### src/rtl/alu_serial_seq.sv
// alu_serial_seq: bit-serial MIPS ALU sequencer stepping a 1-bit slice LSB first
module alu_serial_seq #(
    parameter int WIDTH = 32,
    parameter int CNT_W = 5
) (
    input  logic             clk,
    input  logic             rst_n,
    input  logic             start,
    input  logic [2:0]       op,
    input  logic [WIDTH-1:0] a,
    input  logic [WIDTH-1:0] b,
    output logic             busy,
    output logic             done,
    output logic [WIDTH-1:0] result,
    output logic             cout,
    output logic             overflow,
    output logic             zero,
    output logic             err
);
    typedef enum logic [1:0] {IDLE, RUN, FIXUP, DONE} state_t;
    state_t           state;
    logic [WIDTH-1:0] a_r, b_r;
    logic [2:0]       op_r;
    logic [CNT_W-1:0] cnt;
    logic             carry, c_in_msb, sum_msb;
    logic             legal, last, bi, s, co;
    logic [1:0]       sop;
    always_comb begin
        legal = (op[1:0] == 2'b10) || (op == 3'b000) || (op == 3'b001) || (op == 3'b111);
        last  = cnt == CNT_W'(WIDTH - 1);
        bi    = b_r[0] ^ op_r[2];
        co    = (a_r[0] & bi) | (a_r[0] & carry) | (bi & carry);
        sop   = (op_r == 3'b111) ? 2'b10 : op_r[1:0];
        s     = (sop == 2'b00) ? a_r[0] & bi :
                (sop == 2'b01) ? a_r[0] | bi :
                (sop == 2'b10) ? a_r[0] ^ bi ^ carry : 1'b0;
    end
    // operands shift right so the slice always sees bit 0; result fills from the MSB end
    always_ff @(posedge clk) begin
        if (!rst_n) begin
            state    <= IDLE;
            a_r      <= '0;
            b_r      <= '0;
            op_r     <= '0;
            cnt      <= '0;
            carry    <= 1'b0;
            c_in_msb <= 1'b0;
            sum_msb  <= 1'b0;
            busy     <= 1'b0;
            done     <= 1'b0;
            result   <= '0;
            cout     <= 1'b0;
            overflow <= 1'b0;
            zero     <= 1'b1;
            err      <= 1'b0;
        end else begin
            done <= 1'b0;
            case (state)
                IDLE: if (start) begin
                    a_r      <= a;
                    b_r      <= b;
                    op_r     <= op;
                    cnt      <= '0;
                    carry    <= op[2];
                    result   <= '0;
                    cout     <= 1'b0;
                    overflow <= 1'b0;
                    zero     <= 1'b0;
                    err      <= ~legal;
                    busy     <= legal;
                    state    <= legal ? RUN : DONE;
                end
                RUN: begin
                    a_r    <= a_r >> 1;
                    b_r    <= b_r >> 1;
                    result <= {s, result[WIDTH-1:1]};
                    carry  <= co;
                    cnt    <= last ? cnt : cnt + 1'b1;
                    if (last) begin
                        c_in_msb <= carry;
                        sum_msb  <= s;
                        busy     <= op_r == 3'b111;
                        state    <= (op_r == 3'b111) ? FIXUP : DONE;
                    end
                end
                FIXUP: begin
                    result <= {{(WIDTH-1){1'b0}}, sum_msb ^ c_in_msb ^ carry};
                    busy   <= 1'b0;
                    state  <= DONE;
                end
                DONE: begin
                    done     <= 1'b1;
                    cout     <= op_r[1] & ~err & carry;
                    overflow <= op_r[1] & ~op_r[0] & ~err & (c_in_msb ^ carry);
                    zero     <= ~|result;
                    state    <= IDLE;
                end
                default: state <= IDLE;
            endcase
        end
    end
endmodule

### config.mk
export PLATFORM = sky130hd
export DESIGN_NAME = alu_serial_seq
export DESIGN_NICKNAME = d
export VERILOG_FILES = /design/src/rtl/alu_serial_seq.sv
export SDC_FILE = /design/constraint.sdc
export NUM_CORES = 1
export LEC_CHECK = 0
export ABC_AREA = 1
export BUFFER_PORTS_ARGS = -buffer_cell sky130_fd_sc_hd__buf_2
export CORE_ASPECT_RATIO = 1.25
export CORE_MARGIN = 4
export CORE_UTILIZATION = 39
export DETAILED_ROUTE_END_ITERATION = 8
export GPL_TIMING_DRIVEN = 0
export SLEW_MARGIN = 20
export SYNTH_ARGS = -nofsm -noshare
export SYNTH_HDL_FRONTEND = slang
export SYNTH_SLANG_ARGS = --single-unit
### constraint.sdc
create_clock -name clk -period 3 [get_ports clk]
set_input_delay 0.6 -clock clk [delete_from_list [all_inputs] [get_ports clk]]
set_output_delay 0.6 -clock clk [all_outputs]
set_load 0.02 [all_outputs]
Yosys cells after proc, flatten, opt, wreduce, memory -nomap -nowiden
Cells that the tools add are included.
{"block": "totals", "register_bits": 115, "latch_bits": 0, "ram_bits": 0, "rom_bits": 0, "out_inout_bits": 38, "wordCells": 96, "memories": 0}
{"block": "op_classes", "n_addsub": 1, "n_mul": 0, "div_mod_pow": 0, "order_cmp": 0, "n_eq_ne": 13, "shifts": 0, "mux": 28, "n_bitwise": 20, "n_reduce_logical": 19}
{"operator": "one-hot mux 32 bit (2 select lines)", "count": 2}
{"operator": "two-way mux 32 bit", "count": 3}
{"operator": "one-hot mux 32 bit (3 select lines)", "count": 1}
{"operator": "OR reduction 32 bit", "count": 1}
{"operator": "AND reduction 2 bit", "count": 6}
{"operator": "two-way mux 5 bit", "count": 2}
{"operator": "one-hot mux 5 bit (2 select lines)", "count": 1}
{"operator": "two-way mux 1 bit", "count": 9}
{"operator": "AND 1 bit", "count": 8}
{"operator": "== test 2 bit (second input constant)", "count": 4}
{"operator": "two-way mux 2 bit", "count": 4}
{"operator": "one-hot mux 1 bit (2 select lines)", "count": 4}
{"operator": "one-hot mux 2 bit (4 select lines)", "count": 1}
{"operator": "== test 3 bit (second input constant)", "count": 2}
{"operator": "!= test 2 bit (second input constant)", "count": 3}
{"operator": "AND reduction 3 bit", "count": 2}
{"operator": "XOR 1 bit", "count": 6}
{"operator": "adder 5 x 1 -> 5 bit (second input constant)", "count": 1}
{"operator": "== test 5 bit (second input constant)", "count": 1}
{"operator": "== test 2 x 1 -> 1 bit (second input constant)", "count": 2}
{"operator": "logical NOT 2 bit", "count": 2}
{"operator": "nonzero test 2 bit", "count": 2}
{"operator": "== test 3 x 1 -> 1 bit (second input constant)", "count": 1}
{"operator": "logical NOT 3 bit", "count": 1}
{"operator": "other kinds (6)", "count": 12}

Logic depth before layout (Yosys ltp)
Gate-level depths: netlist (run 1).
{"block": "logic_depth", "ltp_word": 7, "mapped_depth": 11}

Worst setup path before layout (run 1)
OpenSTA, ideal clock, no wires.
{"block": "synth_path", "kind": "register to register", "start": "register state[0]", "end": "register a_r[28]", "setup_ns": 0.123, "arrival_time_ns": 1.457, "t_required_ns": 2.877, "path_slack_ns": 1.420, "stages_incl_launch_ff": 7, "synth_period_minus_slack_ns": 1.580, "cell_sequence": "dfxtp_1 > inv_1 > ha_1 > o21ai_4 > buf_6 > buf_4 > a31oi_1"}
{"block": "synth_between", "elab_chain_cells": 3, "word_cells_on_any_way": 6, "classes_between": "2 x eq/ne; 1 x mux; 3 x reduce/logical"}
{"item": "start: declaration", "line": "21", "rtl": "state_t state;"}
{"item": "start signal: assignment", "line": "71", "rtl": "state <= legal ? RUN : DONE;"}
{"item": "start signal: assignment", "line": "83", "rtl": "state <= (op_r == 3'b111) ? FIXUP : DONE;"}
{"item": "== test 2 x 1 -> 1 bit or logical NOT 2 bit (tied branches)", "line": "58", "rtl": "case (state)"}
{"item": "nonzero test 2 bit (no source line) or != test 2 bit (tied branches)"}
{"item": "AND reduction 2 bit (no source line)"}
{"item": "end signal: assignment", "line": "74", "rtl": "a_r <= a_r >> 1;"}
{"item": "end: declaration", "line": "22", "rtl": "logic [WIDTH-1:0] a_r, b_r;"}
Parallel ways exist; a longest one is shown, timed or not.
A chain may end at the register's enable or synchronous reset.

Worst setup path in the final report (run 1)
{"block": "layout_path", "start": "register state[1]", "end": "register b_r[15]"}
{"block": "layout_between", "elab_chain_cells": 3, "word_cells_on_any_way": 6, "classes_between": "2 x eq/ne; 1 x mux; 3 x reduce/logical"}
{"item": "== test 2 x 1 -> 1 bit or logical NOT 2 bit (tied branches)", "line": "58"}
{"item": "nonzero test 2 bit (no source line) or != test 2 bit (tied branches)"}
{"item": "AND reduction 2 bit (no source line)"}
{"item": "end signal: assignment", "line": "75", "rtl": "b_r <= b_r >> 1;"}
{"item": "end: declaration", "line": "22"}
Parallel ways exist; a longest one is shown, timed or not.

==> results of run 1 <==
[worst max-delay path, stage by stage (launching register included)]
cell,delay (ps)
dfxtp_1,380
inv_1,90
ha_1,250
inv_2,130
buf_2,280
clkbuf_1,370
nand2_1,110
a31oi_1,200
[sequential cells by signal, summed over array words and instances, names as in the netlist]
register	count
cout	1
a_r	32
done	1
c_in_msb	1
result	32
busy	1
err	1
b_r	32
zero	1
op_r	3
state	2
cnt	5
carry	1
sum_msb	1
overflow	1
[placed cells by master, fill, tap and decap left out, drive strengths merged]
master	Yosys	final
dfxtp	115	115
a21oi	52	52
ha	8	8
bufinv	0	5
clkinv	0	3
nor2	15	15
nand3	16	16
o21ai	81	81
nand2	162	162
clkbuf	25	48
inv	60	60
fa	1	1
nand4	6	6
clkinvlp	0	1
xnor2	1	1
o211ai	1	1
o21bai	1	1
nor3	3	3
or2	1	1
o2111ai	1	1
a211oi	28	28
a31oi	63	63
buf	24	131
[cell usage after synthesis]
| master | instances | area share [%] |
|---|---|---|
| a211oi_1 | 28 | 4.2 |
| a21oi_1 | 52 | 5.1 |
| a31oi_1 | 63 | 7.8 |
| buf_1 | 2 | 0.15 |
| buf_2 | 9 | 0.89 |
| buf_4 | 1 | 0.15 |
| buf_6 | 12 | 2.7 |
| clkbuf_1 | 25 | 1.9 |
| dfxtp_1 | 115 | 45 |
| fa_1 | 1 | 0.40 |
| ha_1 | 8 | 2.0 |
| inv_1 | 58 | 4.3 |
| inv_2 | 2 | 0.15 |
| nand2_1 | 160 | 12 |
| nand2_2 | 1 | 0.12 |
| nand2_4 | 1 | 0.22 |
| nand3_1 | 16 | 1.6 |
| nand4_1 | 6 | 0.74 |
| nor2_1 | 15 | 1.1 |
| nor3_1 | 3 | 0.30 |
| o2111ai_1 | 1 | 0.17 |
| o211ai_1 | 1 | 0.15 |
| o21ai_0 | 64 | 6.3 |
| o21ai_1 | 16 | 1.6 |
| o21ai_4 | 1 | 0.32 |
| o21bai_1 | 1 | 0.15 |
| or2_2 | 1 | 0.12 |
| xnor2_1 | 1 | 0.17 |
[kinds of logic after synthesis]
group	after synthesis	synth area share, %
AO/OA/AOI/OAI	227	25.8
AND/OR/NAND/NOR	203	16.1
flip-flops	115	45.5
buffers and inverters	109	10.2
adder cells (fa/ha/maj)	9	2.37
XOR/XNOR	1	0.173
[final cells by class]
cell class | count | share of cell area (%)
timing repair buffer | 107 | 8.26
multi-input combinational | 440 | 34.7
tap | 168 | 3.24
clock buffer | 23 | 7.68
clock inverter | 9 | 2.66
buffer | 49 | 4.46
inverter | 60 | 3.48
sequential | 115 | 35.5
[stage by stage]
step | util [%] | cells | setup slack [ps] | instance area (µm²)
2_1_floorplan | - | 664 | 1420 | 5060
3_3_place_gp | 45.7 | 939 | 1170 | 5810
3_5_place_dp | 45.7 | 939 | 1120 | 5810
4_1_cts | 50.9 | 971 | 1110 | 6480
5_1_grt | 50.9 | 971 | 925 | 6480
6_report | 50.9 | 971 | 1100 | 6480
[routing by layer]
layer / track usage, % / vias to the layer above / wire (µm)
met3: 5.77 / 18 / 873
met5: 0 / - / 0
met2: 30.4 / 139 / 6460
met1: 23.8 / 2284 / 6190
met4: 5.68 / 0 / 171
li1: - / 2528 / -
[where the power goes]
| group | leakage, µW | total (µW) | internal, µW | switching (µW) |
|---|---|---|---|---|
| combinational | 0.00153 | 2390 | 844 | 1550 |
| clock | 0.000329 | 2280 | 1580 | 698 |
| sequential | 0.000948 | 2430 | 2090 | 338 |
[final timing paths]
kind / startpoint / end
worst min register to register: a_r[29]$_SDFFE_PN0P_ / a_r[28]$_SDFFE_PN0P_
worst min-delay path: b[5] / b_r[5]$_SDFFE_PN0P_
worst max-delay path: state[1]$_SDFFE_PN0P_ / b_r[15]$_SDFFE_PN0P_
worst max register to register: state[1]$_SDFFE_PN0P_ / b_r[15]$_SDFFE_PN0P_
==> qor.csv, run 1 <==
stage,metric,value,unit
drt,dr_total_vias,4969,
status,status,"complete, no violations",
logic_synthesis,yosys.cell_types.count,28,
timing,setup_tns,0,ps
placement,portBuffers,107,
placement,routabilityCongestion,0.796,
timing,worst_hold_slack,461,ps
drt,wl,13700,µm
pwr,ir_drop,496,µV
pwr,power,7100,µW
timing,skew,10.6,ps
critical_path,r2r_slack,1100,ps
timing,period_share,63.4,%
timing,slew_viol_final,0,
timing,finalSetupViolations,0,
critical_path,required,3320,ps
timing,fmax,0.526,GHz
clocking,post_cts_buffers,0,
timing,finalHoldViolations,0,
clocking,postCtsHoldBufs,0,
clocking,cts_tree,done,
job,drv_cap,0,
placement,dp_hpwl,9850,µm
floorplan,core,12700,µm²
drt,dr.pass1.iters,5,
drt,post_drt_wl_per_cell,14.1,µm
grt,groute.usage.overall,18.8,%
layout,layout-drive-gt1-share,20.7,%
drt,viasPerCell,5.12,
clocking,cts.clk_slew.worst_paths,60,ps
critical_path,path_max_fanout,10,
grt,grt_antenna_before_repair,0,
clocking,cts_root_buffer,clkbuf_16,
timing,rsz0062_at_grt,false,
critical_path,reg2reg_depth,7,
floorplan,dieArea,14900,µm²
min_path,min_path_type,in2reg,
logic_synthesis,postSynthCellCount,664,
clocking,clkSinkCount,115,
grt,grt_pass1_wl,22100,µm
floorplan,start_util,39.8,%
floorplan,rows,46,
timing,period_minus_slack,1900,ps
layout,nets,869,
drt,drc_errors,0,
critical_path,cp-start-kind,flop,
clocking,numCtsBuffers,17,
drt,postRouteAntennaNets,0,
layout,diodes,0,
grt,grt_pass1_vias,4707,
logic_synthesis,netlist_area,5060,µm²
critical_path,crit_type,reg2reg,
clocking,insertion_delay,410,ps
logic_synthesis,syn_avg_cell_area,7.63,µm²
critical_path,worstSetupEndpointType,flop,
logic_synthesis,yosys_warnings,0,
layout,nFillCells,1239,
floorplan,die_h,135,µm
drt,drt_iter0_drc,229,
clocking,htreeDepth,4,
layout,multi_input_area,2250,µm²
timing,slew_headroom,62.0,%
clocking,cts_buffer_depth,2,
layout,seqCellArea,2300,µm²
grt,grt_max_degree,17,
critical_path,cp.arrival,2230,ps
layout,syn_to_final_growth,28.0,%
floorplan,io_pins,108,
clocking,cts_resized,0,
grt,grt_overflow,0,
min_path,hold_path_depth,3,
logic_synthesis,ys_ff_latch,115,
timing,worstMarginPinSlew,569,ps
logic_synthesis,ys_seq_area_share,45.5,%
pwr,p_per_area,1100,nW/µm²
floorplan,die_x,110,µm
logic_synthesis,synthesis.nets,743,
pwr,leakagePower,0.00281,µW
Power figures use the tool's default switching activity.
==> run 2, diff against run 1 <==
- clock period: 3 -> 1.6 ns (I/O delays scaled with it)
==> run 2 against run 1 <==
Compared with the run above:
- sequential power grew 90%
- largest cell class is now multi-input gates
- register-to-register slack worse by 1100 ps
- first-iteration DRC count rose by 20%
- total power rose by 94%
==> qor.csv, run 2 (synthesis gave the netlist of run 1 again) <==
stage,metric,value,unit,change
status,status,"complete, no violations",,
clocking,cts_buffer_depth,2,,unchanged
drt,drt_iter0_drc,275,,+20%
timing,finalHoldViolations,0,,unchanged
critical_path,path_max_fanout,2,,-8
placement,portBuffers,107,,unchanged
layout,nFillCells,1215,,-1.9%
grt,grt_antenna_before_repair,0,,unchanged
timing,fmax,0.642,GHz,+22%
pwr,p_per_area,2050,nW/µm²,+87%
grt,grt_max_degree,17,,unchanged
grt,grt_pass1_wl,22200,µm,+0.47%
critical_path,crit_type,reg2reg,,
clocking,cts_tree,done,,
grt,groute.usage.overall,18.8,%,+0.059 points
layout,multi_input_area,2360,µm²,+5.2%
timing,skew,11.2,ps,+0.541 ps
clocking,insertion_delay,410,ps,about the same
critical_path,worstSetupEndpointType,flop,,
drt,dr_total_vias,4992,,+0.46%
timing,finalSetupViolations,0,,unchanged
job,drv_cap,0,,unchanged
layout,nets,876,,+0.81%
pwr,power,13800,µW,+94%
min_path,min_path_type,in2reg,,
pwr,ir_drop,939,µV,+89%
layout,top_regs,"a_r (32), b_r (32), result (32)",,
layout,diodes,0,,unchanged
clocking,cts_root_buffer,clkbuf_16,,
timing,worstMarginPinSlew,618,ps,+48.3 ps
drt,post_drt_wl_per_cell,14.3,µm,+1.1%
timing,rsz0062_at_grt,true,,
floorplan,io_pins,108,,unchanged
clocking,clkSinkCount,115,,unchanged
grt,grt_pass1_vias,4730,,+0.49%
critical_path,cp-start-kind,flop,,
clocking,numCtsBuffers,17,,unchanged
layout,final_cell_mix,"nand2_1 (156), buf_2 (112), dfxtp_1 (109), a31oi_1 (63), o21ai_0 (58)",,
floorplan,dieArea,14900,µm²,unchanged
timing,period_share,97.4,%,+34 points
placement,routabilityCongestion,0.796,,unchanged
timing,slew_headroom,58.8,%,-3.2 points
drt,dr.pass1.iters,6,,+1
floorplan,start_util,39.8,%,unchanged
drt,postRouteAntennaNets,0,,unchanged
critical_path,cp.arrival,1900,ps,-330 ps
drt,wl,13900,µm,+1.8%
critical_path,required,1940,ps,-1380 ps
layout,seqCellArea,2320,µm²,+0.65%
timing,setup_tns,0,ps,unchanged
layout,final_common_cell,nand2_1,,
floorplan,die_x,110,µm,unchanged
grt,grt_overflow,0,,unchanged
layout,layout-drive-gt1-share,26.9,%,+6.2 points
layout,syn_to_final_growth,32.6,%,
clocking,cts.clk_slew.worst_paths,50,ps,about the same
timing,period_minus_slack,1560,ps,-345 ps
drt,viasPerCell,5.10,,-0.26%
pwr,leakagePower,0.00292,µW,+4.0%
clocking,htreeDepth,4,,unchanged
drt,drc_errors,0,,unchanged
timing,slew_viol_final,0,,unchanged
floorplan,rows,46,,unchanged
floorplan,die_h,135,µm,unchanged
floorplan,core,12700,µm²,unchanged
placement,dp_hpwl,9850,µm,unchanged
## run 2: cell types whose count changed in the layout (fill, tap and decap cells not counted), moves of 6 or more
cell	delta
o21ai_0	-6
clkbuf_1	-13
dfxtp_1	-6
buf_4	+9
clkbuf_2	+12
inv_1	-6
## run 2: worst max-delay path, cell delays in order (launching register included)
cell	delay [ps]
dfxtp_4	360
xnor2_4	170
inv_2	60
fa_1	470
o211ai_1	80
nand2_1	160
nand3_2	90
a21oi_2	110
## run 2: repair_timing
item | 4_1_cts | 5_1_grt
resized for setup | 27 | 48
setup endpoints to repair | 106 | 103
hold buffers | 0 | 0
pin swaps | 2 | 10
setup buffers | 3 | 2
cloned | 0 | 2
## run 2: worst paths after layout
path                            cells past startpoint  slack, ps                  from                      end
worst max-delay path                                7         40  op_r[2]$_SDFFE_PN0P_  result[31]$_SDFFE_PN0P_
worst max register to register                      7         40  op_r[2]$_SDFFE_PN0P_  result[31]$_SDFFE_PN0P_
worst min register to register                      2        470  a_r[21]$_SDFFE_PN0P_     a_r[20]$_SDFFE_PN0P_
worst min-delay path                                3        180                  b[5]      b_r[5]$_SDFFE_PN0P_
## run 2: layout make-up
| cell class | instances | area share [%] |
|---|---|---|
| plain buffers | 49 | 4.79 |
| clock buffers | 23 | 7.42 |
| inverters | 60 | 3.43 |
| repair buffers | 114 | 8.93 |
| multi-input cells | 440 | 35.2 |
| well taps | 168 | 3.13 |
| clock inverters | 9 | 2.57 |
| flip-flops and latches | 115 | 34.5 |
## run 2: layer usage
metal	part of all wire [%]	track usage [%]
met5	0	0
met4	1.1	5.68
met3	6.1	5.77
met2	48	30.5
met1	45	23.9
## run 2: report_power, final
part / leakage (µW) / internal, µW / switching, µW
logic: 0.00164 / 1880 / 3040
registers: 0.000951 / 3950 / 664
clock network: 0.000329 / 2960 / 1290
total: 0.00292 / 8780 / 4990
## run 2: through the flow
| step | utilization (%) | instances | setup WS (ps) | hold WS, ps | cell area (µm²) |
|---|---|---|---|---|---|
| 2_1_floorplan | - | 664 | 19.9 | 440 | 5060 |
| 3_3_place_gp | 45.7 | 939 | -227 | 454 | 5810 |
| 3_5_place_dp | 45.7 | 939 | -277 | 460 | 5810 |
| 6_report | 52.8 | 978 | 41.7 | 182 | 6710 |
| 4_1_cts | 51.5 | 974 | -19.2 | 170 | 6560 |
| 5_1_grt | 52.8 | 978 | -37.5 | 174 | 6710 |
==> run 3, diff against run 2 <==
- ABC_AREA: 1 -> not set
==> run 3 against run 2 <==
Compared with the run above:
- the flow now finishes with violations (setup timing)
- via count fell by 4.8%
- clock-buffer cell count down 3
- clock skew is 6.2 ps lower
- clock power is 4% lower
- sequential share of layout area fell by 2.3 points
- non-clock buffer count did not move
- sequential power shrank 10%
- worst hold slack got worse by 17 ps
- die area grew 4.7%
- area after synthesis increased by 5.0%
- largest cell class unchanged
- highest routed layer unchanged
- critical path depth decreased by 4
==> qor.csv, run 3 <==
stage,metric,value,unit,change
drt,drc_errors,0,,unchanged
pwr,combPwrFrac,37.1,%,+1.4 points
logic_synthesis,yosys_warnings,0,,unchanged
clocking,numCtsBuffers,17,,unchanged
drt,dr_total_vias,4751,,-4.8%
logic_synthesis,synth_common_cells,"dfxtp_1 (115), nand2_1 (110), mux2i_1 (67)",,
critical_path,path_max_fanout,4,,+2
grt,grt_max_degree,17,,unchanged
logic_synthesis,synthFlopType,dfxtp_1,,
timing,rsz0062_at_grt,true,,
logic_synthesis,synthTopCellsByArea,"dfxtp_1 (43%), mux2i_1 (13%), o211a_1 (12%)",,
critical_path,required,1920,ps,-20 ps
pwr,p_clk_share,31.2,%,+0.4 points
clocking,cts_buffer_depth,2,,unchanged
status,violations,setup timing,,
timing,finalHoldViolations,0,,unchanged
pwr,swShare,32.6,%,-3.6 points
logic_synthesis,yosys.cell_types.count,37,,+32%
logic_synthesis,syn_avg_cell_area,9.25,µm²,+21%
pwr,p_switching,4270,µW,-14%
pwr,ir_drop,736,µV,-22%
logic_synthesis,postSynthCellCount,575,,-13%
placement,dp_hpwl,10100,µm,+2.8%
critical_path,worstSetupEndpointType,flop,,
timing,period_minus_slack,1650,ps,+87.6 ps
critical_path,crit_type,reg2reg,,
clocking,cts_root_buffer,clkbuf_16,,
drt,postRouteAntennaNets,0,,unchanged
clocking,cts_tree,done,,
logic_synthesis,synth.largest_area_cell,dfxtp_1,,
drt,post_drt_wl_per_cell,16.0,µm,+12%
layout,final_cell_mix,"dfxtp_1 (110), nand2_1 (108), buf_2 (108), mux2i_1 (66), o211a_1 (63)",,
critical_path,cp.arrival,1970,ps,+70 ps
pwr,leakagePower,0.00355,µW,+21%
drt,drt_iter0_drc,226,,-18%
layout,diodes,0,,unchanged
clocking,clkSinkCount,115,,unchanged
logic_synthesis,netlist_area,5320,µm²,+5.0%
logic_synthesis,ys_ff_latch,115,,unchanged
logic_synthesis,ys_seq_area_share,43.3,%,-2.2 points
timing,worstMarginPinSlew,548,ps,-70.1 ps
layout,layout-drive-gt1-share,29.6,%,+2.7 points
floorplan,rows,47,,+2.2%
timing,slew_viol_final,0,,unchanged
drt,dr.pass1.iters,4,,-2
drt,viasPerCell,5.32,,+4.2%
timing,fmax,0.608,GHz,-5.3%
timing,period_share,103,%,+5.5 points
logic_synthesis,synthesis.nets,654,,-12%
floorplan,core,13300,µm²,+4.5%
logic_synthesis,synth_edf_count,0,,unchanged
clocking,insertion_delay,410,ps,about the same
layout,top_regs,"a_r (32), b_r (32), result (32)",,
floorplan,io_pins,108,,unchanged
timing,skew,4.98,ps,-6.20 ps
floorplan,start_util,40.0,%,+0.21 points
floorplan,dieArea,15600,µm²,+4.7%
placement,portBuffers,106,,-0.93%
layout,design_area,7200,µm²,+7.2%
drt,wl,14300,µm,+2.2%
grt,grt_pass1_vias,4700,,-0.63%
logic_synthesis,yosysMostFrequentCell,dfxtp_1,,
job,drv_cap,0,,unchanged
critical_path,cp-start-kind,flop,,
floorplan,die_h,139,µm,+2.3%
pwr,p_int,8800,µW,+0.22%
placement,dpl-instance-area,6080,µm²,+4.7%
min_path,min_path_type,in2reg,,
pwr,p_seq_share,31.7,%,-1.8 points
status,status,"finished, violations left",,
clocking,postCtsHoldBufs,0,,unchanged
grt,grt_overflow,0,,unchanged
placement,routabilityCongestion,0.819,,+2.9%
logic_synthesis,synth_top_area_share,43.3,%,-2.2 points
grt,groute.usage.overall,18.1,%,-0.76 points
logic_synthesis,async_reset_ff_share,0,%,unchanged
pwr,p_per_area,1820,nW/µm²,-11%
timing,fin_ws,-45.9,ps,-87.6 ps
clocking,cts.clk_slew.worst_paths,50,ps,about the same
clocking,htreeDepth,4,,unchanged
layout,final_common_cell,dfxtp_1,,
timing,slew_headroom,63.5,%,+4.7 points
grt,grt_pass1_wl,22900,µm,+3.1%
grt,grt_antenna_before_repair,0,,unchanged
placement,dp_slack,-418,ps,-141 ps
timing,finalSetupViolations,33,,+33
layout,syn_to_final_growth,35.3,%,
layout,nets,788,,-10%
floorplan,die_x,112,µm,+2.3%
run 3: cell types whose count changed after synthesis, moves of 15 or more:
cell | before | now
a211oi_1 | 28 | 0
a21boi_1 | 0 | 20
a21oi_1 | 52 | 5
a31oi_1 | 63 | 0
and2_1 | 0 | 15
inv_1 | 58 | 5
mux2i_1 | 0 | 67
nand2_1 | 160 | 110
o211a_1 | 0 | 63
o21ai_0 | 64 | 20
run 3: cells by family (layout without fill, tap and decap cells):
| family | count (synthesis) | in the layout | synth area share [%] |
|---|---|---|---|
| simple gates | 191 | 191 | 16.5 |
| compound gates | 134 | 134 | 20.3 |
| flops | 115 | 115 | 43.3 |
| mux | 68 | 68 | 12.8 |
| buf+inv | 53 | 200 | 4.02 |
| fa+ha+maj | 9 | 9 | 2.26 |
| xor+xnor | 5 | 5 | 0.823 |
run 3: timing repair:
| action | CTS | global route |
|---|---|---|
| pin swaps | 1 | 15 |
| setup endpoints to repair | 111 | 107 |
| gates cloned | 0 | 2 |
| setup buffers | 1 | 7 |
| gates resized for setup | 77 | 57 |
run 3: final cells by class:
class / count / area [µm²]
Clock inverter: 12 / 185
Tap cell: 171 / 214
Buffer: 47 / 408
Multi-Input combinational cell: 407 / 2980
Fill cell: 1268 / 6090
Sequential cell: 115 / 2320
Clock buffer: 20 / 447
Inverter: 5 / 18.8
Timing Repair Buffer: 116 / 626
run 3: power by group through the flow:
stage	clock, µW	sequential (µW)	combinational [µW]
final	4080	4140	4860
after global routing	4300	4230	5310
after CTS	4140	4120	4410
after detailed placement	0	4150	3890
after global placement	0	4110	3780
after floorplan	0	4050	2960
run 3: layer usage:
metal  vias to the layer above  GRT usage (%)  share of wire [%]
met5                         -              0                  0
met4                         0           8.04                2.0
met3                        23           5.85                6.6
met2                       122           30.7                 51
met1                      2299           20.6                 41
li1                       2307              -                  -
run 3: through the flow:
step,hold slack (ps),util (%),setup TNS [ps],power [µW],instances
6_report,166,54.2,-343,13100,893
3_5_place_dp,468,45.7,-34800,8040,852
2_1_floorplan,447,-,-119,7010,575
4_1_cts,156,52.4,-40.4,12700,884
3_3_place_gp,457,45.7,-32860,7890,852
5_1_grt,191,54.2,-2570,13800,893
run 3: worst max-delay path: stages, from the launching register on:
cell and delay [ps]:
dfxtp_2 330, or4_1 540, or4_4 490, o311ai_2 200
run 3: final timing paths:
| path | cells after the start | endpoint | from | slack [ps] |
|---|---|---|---|---|
| hold / removal | 3 | b_r[31]$_SDFFE_PN0P_ | b[31] | 170 |
| setup / recovery | 3 | zero$_SDFFE_PN1P_ | result[8]$_SDFFE_PN0P_ | -50 |
| setup reg to reg | 3 | zero$_SDFFE_PN1P_ | result[8]$_SDFFE_PN0P_ | -50 |
| hold reg to reg | 2 | result[8]$_SDFFE_PN0P_ | result[8]$_SDFFE_PN0P_ | 470 |
